--- config.mk ---
export PLATFORM = sky130hd
export DESIGN_NAME = fsm_bit1_counter
export DESIGN_NICKNAME = d
export VERILOG_FILES = /design/src/rtl/fsm_bit1_counter_pkg.sv /design/src/rtl/fsm_bit1_counter_bit_shift_acc.sv /design/src/rtl/fsm_bit1_counter.sv
export SDC_FILE = /design/constraint.sdc
export NUM_CORES = 1
export LEC_CHECK = 0
export BUFFER_PORTS_ARGS = -buffer_cell sky130_fd_sc_hd__buf_2
export CORE_MARGIN = 4
export CORE_UTILIZATION = 40
export CTS_CLUSTER_SIZE = 8
export DETAILED_ROUTE_END_ITERATION = 10
export GPL_TIMING_DRIVEN = 0
export PLACE_DENSITY_LB_ADDON = 0.08
export SYNTH_ARGS = -nofsm -noshare
export SYNTH_HDL_FRONTEND = slang
export SYNTH_SLANG_ARGS = --single-unit
--- constraint.sdc ---
create_clock -name iclk -period 1.9 [get_ports iclk]
set_clock_uncertainty 0.1 [all_clocks]
set_input_delay 0.38 -clock iclk [delete_from_list [all_inputs] [get_ports iclk]]
set_output_delay 0.38 -clock iclk [all_outputs]
set_load 0.01 [all_outputs]
--- src/rtl/fsm_bit1_counter_pkg.sv ---
// ---------------------------------------------------------------------------
// fsm_bit1_counter_pkg : shared FSM encodings, width defaults and clog2 helper
// Revision: 1.0 - initial release
// ---------------------------------------------------------------------------
`default_nettype none

package fsm_bit1_counter_pkg;

  localparam int DATA_W_DEF = 8;
  localparam int CNT_W_DEF  = 4;

  typedef logic [0:0] state_t;

  localparam logic [0:0] IDLE  = 1'b0;
  localparam logic [0:0] COUNT = 1'b1;

  function automatic int clog2(input int value);
    int r;
    int v;
    r = 0;
    v = value - 1;
    while (v > 0) begin
      r = r + 1;
      v = v >> 1;
    end
    return r;
  endfunction

endpackage

`default_nettype wire

--- src/rtl/fsm_bit1_counter_bit_shift_acc.sv ---
// ---------------------------------------------------------------------------
// bit_shift_acc : shift register, bit index and ones accumulator for the
// population counter. Optional macro EARLY_DONE_EN adds early-finish detect.
// Revision: 1.0 - initial release
// ---------------------------------------------------------------------------
`default_nettype none

module bit_shift_acc
  import fsm_bit1_counter_pkg::*;
#(
  parameter int DATA_W = DATA_W_DEF,
  parameter int CNT_W  = clog2(DATA_W + 1)
) (
  input  logic              clk_i,
  input  logic              rst_ni,
  input  logic              load_i,
  input  logic              shift_i,
  input  logic [DATA_W-1:0] data_i,
  output logic [CNT_W-1:0]  cnt_o,
  output logic              last_o
);

  localparam logic [CNT_W-1:0] LAST_IDX = CNT_W'(DATA_W - 1);

  logic [DATA_W-1:0] sr_q;
  logic [DATA_W-1:0] sr_d;
  logic [CNT_W-1:0]  cnt_q;
  logic [CNT_W-1:0]  cnt_d;
  logic [CNT_W-1:0]  idx_q;
  logic [CNT_W-1:0]  idx_d;

  always_comb begin
    sr_d  = sr_q;
    cnt_d = cnt_q;
    idx_d = idx_q;
    if (load_i) begin
      sr_d  = data_i;
      cnt_d = '0;
      idx_d = '0;
    end else if (shift_i) begin
      sr_d  = sr_q >> 1;
      cnt_d = cnt_q + CNT_W'(sr_q[0]);
      idx_d = idx_q + CNT_W'(1);
    end
  end

  always_ff @(posedge clk_i or negedge rst_ni) begin
    if (!rst_ni) begin
      sr_q  <= '0;
      cnt_q <= '0;
      idx_q <= '0;
    end else begin
      sr_q  <= sr_d;
      cnt_q <= cnt_d;
      idx_q <= idx_d;
    end
  end

  // Early finish: nothing left above bit 0 means the current shift is the last useful one.
  always_comb begin
`ifdef EARLY_DONE_EN
    last_o = (idx_q == LAST_IDX) || (sr_q[DATA_W-1:1] == '0);
`else
    last_o = (idx_q == LAST_IDX);
`endif
  end

  assign cnt_o = cnt_q;

endmodule

`default_nettype wire

--- src/rtl/fsm_bit1_counter.sv ---
// ---------------------------------------------------------------------------
// fsm_bit1_counter : sequential popcount, one bit per clock, ready/load
// handshake. Optional macro EARLY_DONE_EN shortens latency for small words.
// Revision: 1.0 - initial release
// ---------------------------------------------------------------------------
`default_nettype none

module fsm_bit1_counter
  import fsm_bit1_counter_pkg::*;
#(
  parameter int DATA_W = DATA_W_DEF,
  parameter int CNT_W  = clog2(DATA_W + 1)
) (
  input  logic              iclk,
  input  logic              irstn,
  input  logic              i_load,
  input  logic [DATA_W-1:0] i_data,
  output logic [CNT_W-1:0]  o_bit_cnt,
  output logic              o_ready
);

  state_t c_state;
  state_t n_state;
  logic   load_en;
  logic   shift_en;
  logic   last;

  always_comb begin
    n_state  = c_state;
    load_en  = 1'b0;
    shift_en = 1'b0;
    case (c_state)
      IDLE: begin
        if (i_load) begin
          load_en = 1'b1;
          n_state = COUNT;
        end
      end
      COUNT: begin
        shift_en = 1'b1;
        if (last) begin
          n_state = IDLE;
        end
      end
      default: n_state = IDLE;
    endcase
  end

  always_ff @(posedge iclk or negedge irstn) begin
    if (!irstn) begin
      c_state <= IDLE;
    end else begin
      c_state <= n_state;
    end
  end

  bit_shift_acc #(
    .DATA_W (DATA_W),
    .CNT_W  (CNT_W)
  ) u_acc (
    .clk_i   (iclk),
    .rst_ni  (irstn),
    .load_i  (load_en),
    .shift_i (shift_en),
    .data_i  (i_data),
    .cnt_o   (o_bit_cnt),
    .last_o  (last)
  );

  assign o_ready = (c_state == IDLE);

endmodule

`default_nettype wire

-- Word level (Yosys, flattened, before mapping)
Index checks and enable logic that the tools add are counted.
W data, S select, Z words.
- register bits: 17
- input port bits: 11
- output and inout port bits: 5
- logic and storage cells: 20
- add/subtract/negate cells: 2
- eq/ne operators: 1
- mux-type cells: 11
- bitwise operators: 1
- reductions and logical operators: 1
- operators by type and width (operator ; number):
    $mux W4 ; 4
    $mux W8 ; 2
    $add A4 B1 Y4 ; 1
    $add A4 B1 Y4 const B ; 1
    $eq A4 B3 Y1 const B ; 1
    $mux W1 ; 4
    $pmux W1 S2 ; 1
    $reduce_bool A2 Y1 ; 1
    $not A1 Y1 ; 1

-- Longest topological paths before layout
- depth after elaboration: 3
- gate-level depth with buffers: 5
- mapped depth without buffers: 5

-- Modules after synthesis
From an unflattened synthesis, not the netlist that was laid out.
- cells, all modules: 75
- area total of the unflattened synthesis: 859.6 um2
- by module, submodules not included (module ; instances ; cells each ; area each (um2)):
    bit_shift_acc ; 1 ; 71 ; 814.5
    fsm_bit1_counter ; 1 ; 4 ; 45.0

-- Worst setup path after synthesis
OpenSTA, ideal clock, no wires.
- path type: register to register
- start point: register u_acc.cnt_q[0], in the netlist u_acc.cnt_o[0]
- end point: register u_acc.cnt_q[1], in the netlist u_acc.cnt_o[1]
- setup time: 0.121 ns
- arrival: 1.080 ns
- path slack: 0.599 ns
- cell stages (with the launch flop): 4
- buffers on the path: 0
- period minus slack after synthesis: 1.301 ns
- cells stage by stage: dfrtp_1 ha_1 ha_1 a22o_1
- longest elaborated chain between the ends: 3
- ends and longest elaborated chain (what ; line ; RTL):
    start: declaration ; fsm_bit1_counter_bit_shift_acc.sv:27 ; logic [CNT_W-1:0] cnt_q;
    start signal: assignment ; fsm_bit1_counter_bit_shift_acc.sv:54 ; cnt_q <= cnt_d;
    $add A4 B1 Y4 ; fsm_bit1_counter_bit_shift_acc.sv:42 ; cnt_d = cnt_q + CNT_W'(sr_q[0]);
    $mux W4 ; fsm_bit1_counter_bit_shift_acc.sv:40 ; end else if (shift_i) begin
    $mux W4 ; fsm_bit1_counter_bit_shift_acc.sv:36 ; if (load_i) begin
Every way passes these cells. The select of a mux whose other input is x is not followed.
A chain may end at the register's enable or synchronous reset.

-- Worst setup path after layout
- start point: register c_state
- end point: output port o_ready
- longest elaborated chain between the ends: 1
- ends and longest elaborated chain (what ; line ; RTL):
    start: declaration ; fsm_bit1_counter.sv:22 ; state_t c_state;
    start signal: assignment ; fsm_bit1_counter.sv:53 ; c_state <= n_state;
    $not A1 Y1 ; - ;
    end: declaration ; fsm_bit1_counter.sv:19 ; output logic o_ready
Every way passes these cells.

==> flow_summary.toml <==
[drt]
dr.pass1.iters = 2
wire_per_inst_um = 12.23
avgViaCountPerCell = 4.983
drt-total-wl_um = 1419
drc = 0
detail-route-antenna-nets = 0
drt-initial-drc-count = 5
num_vias = 578

[die]
dieHeight_um = 52.25
die_x_um = 52.25
core_area_mm2 = 0.001783
fp.dieArea_mm2 = 0.002730
initial_utilization_pct = 43.93
std_cell_rows = 15
num_io_pins = 16

[place]
gp_congestion = 0.6986
port_buffers = 14
dp_hpwl_um = 991.9
pre_cts_ws_ns = 0.6034

[layout]
drive_above_1_share_pct = 26.37
seqCellArea_um2 = 425.4
fin_nets = 106
filler_cell_count = 176
fin_util_pct = 51.72
syn2layout_area_growth_pct = 17.73
diodes = 0
multiInputGateArea_um2 = 321.6

[setup_path]
end_kind = "output port"
start_kind = "register"
arrival_ns = 0.99
crit_slowest_cell = "dfrtp_1"
r2r-start = "u_acc.cnt_o[0]"
crit_required_ns = 1.42
r2r-end = "u_acc.cnt_o[1]"
worstSetupPathType = "register to output port"
r2r_slack_ns = 0.59
worstPathMaxFanout = 8
critPathMaxStageDelay_ns = 0.38
r2r_cells = 3
crit_chain = "buf_6, inv_2, buf_2"
crit_path_start = "c_state"

[sta]
hold_violations = 0
whs_ns = 0.2338
fmax_mhz = 679.8
worstMarginPinSlew_ns = 0.3765
rsz0062_at_grt = "false"
tns_ns = 0
finalCritPeriodShare_pct = 77.43
maxSlewHeadroom_pct = 74.90
min_period_ns = 1.471
setup_viol = 0
drv_slew = 0
fin_ws_ns = 0.4289

[clock_tree]
htree_levels = 1
post_cts_buffers = 0
cts_tree = "done"
clk_pin_slew_ns = 0.10
cts_buffer_depth = 2
cts-root-buf = "clkbuf_4"
clock-sinks = 17
clock_latency_ns = 0.29
numCtsBuffers = 3

[power_and_ir_drop]
p_leak_nw = 0.4549
max-vdd-ir-drop_v = 0.0006923
p_per_area_mw_per_mm2 = 1416

[run]
maxCapViolCount = 0

[logic_synthesis]
yosys_warnings = 0
avgSynthCellArea_um2 = 10.88
synth-seq-area-share_pct = 54.31
syn-num-nets = 86
netlist_area_um2 = 783.3
synthCells = 72
ys_ff_latch = 17
post_synth_num_cell_types = 20

[hold_path]
hold_path_class = "input port to register"
worstHoldStart = "i_data[7]"
hold_path_depth = 3
hold_path_end = "u_acc.sr_q[7]"

[run_status]
status = "finished, final reports clean"

[global_routing]
grt_pass1_vias = 572
grt_first_pass_wirelength_um = 2477
grt_max_degree = 18
grt_antenna_before_repair = 0
gr-total-overflow = 0
grt_usage_pct = 12.58
==> state kept, by name, summed over array words and instances, names as in the netlist <==
name,cells
u_acc.sr_q,8
u_acc.idx_q,4
c_state,1
u_acc.cnt_o,4
==> final cells by class <==
cell class                 count  area share [%]
clock inverter                 1          0.5427
sequential                    17           46.13
multi-input combinational     49           34.87
inverter                       2          0.8141
tap                           25           3.392
buffer                         4           3.121
clock buffer                   3           2.442
timing repair buffer          15           8.684
==> cell families after synthesis <==
family / synth area share, %
compound gates: 14.06
simple gates: 10.86
flops: 54.31
mux: 10.22
buf+inv: 4.632
fa+ha+maj: 4.793
xor+xnor: 1.118
==> how the worst max path moves through the flow <==
stage          slack [ns]              to  depth (start not counted)
6_report             0.43         o_ready                          3
5_1_grt              0.37         o_ready                          3
4_1_cts              0.41         o_ready                          3
3_5_place_dp         0.60  u_acc.cnt_o[1]                          3
3_3_place_gp         0.61  u_acc.cnt_o[1]                          3
2_1_floorplan        0.60  u_acc.cnt_o[1]                          3
==> per-layer routing <==
layer  GRT usage, %  part of all wire (%)  vias up
met4          6.383                   2.0        0
met5              0                     0        -
li1               -                     -      287
met3          3.704                   5.7        4
met1          13.69                    45      275
met2          21.97                    47       12
==> where the power goes <==
part           leakage, nW  internal (W)  switching (W)  total, W
registers            0.218      0.000514      0.0000978  0.000612
logic                0.219      0.000239       0.000262  0.000501
clock network       0.0177     0.0000783       0.000114  0.000192
total                0.455      0.000832       0.000474   0.00131
==> Yosys cell counts <==
cell / number / area, um^2
a22o_1: 3 / 26.28
nand2_1: 11 / 41.29
nor2_4: 1 / 11.26
o21ai_1: 2 / 10.01
buf_6: 1 / 11.26
ha_1: 3 / 37.54
nand3_1: 2 / 10.01
o21ai_0: 12 / 60.06
inv_2: 1 / 3.750
buf_2: 2 / 10.01
inv_1: 1 / 3.750
a21oi_1: 1 / 5.000
a41oi_1: 1 / 8.760
or3_1: 1 / 6.260
nor2_1: 1 / 3.750
mux2i_1: 8 / 80.08
buf_4: 1 / 7.510
nor2b_1: 2 / 12.51
xor2_1: 1 / 8.760
dfrtp_1: 17 / 425.4
==> per-stage QoR <==
step | total power (W) | instance area, um^2 | cells
2_1_floorplan | 0.0009764 | 783.3 | 72
3_3_place_gp | 0.001111 | 884.6 | 111
3_5_place_dp | 0.001131 | 884.6 | 111
4_1_cts | 0.001334 | 922.1 | 116
5_1_grt | 0.001427 | 922.1 | 116
6_report | 0.001306 | 922.1 | 116
==> cell usage in the layout, fill, tap and decap left out, drive strengths merged <==
cell          n
clkinv        1
ha            3
nor2          2
inv           2
nand2        11
buf          18
mux2i         8
a22o          3
dfrtp        17
dlygate4sd3   1
clkbuf        3
a21oi         1
nor2b         2
nand3         2
xor2          1
or3           1
a41oi         1
o21ai        14
==> critical path, delay by kind of cell, from the launching register on <==
kind | cells | cell delay [ns]
flops | 1 | 0.38
buf+inv | 3 | 0.32
==> timing repair <==
item,4_1_cts,5_1_grt
setup endpoints to repair,0,0
endpoints found under the hold margin,17,0
resized for setup,0,0
hold buffers,1,0
No activity file was read; power rests on OpenSTA's default activity.
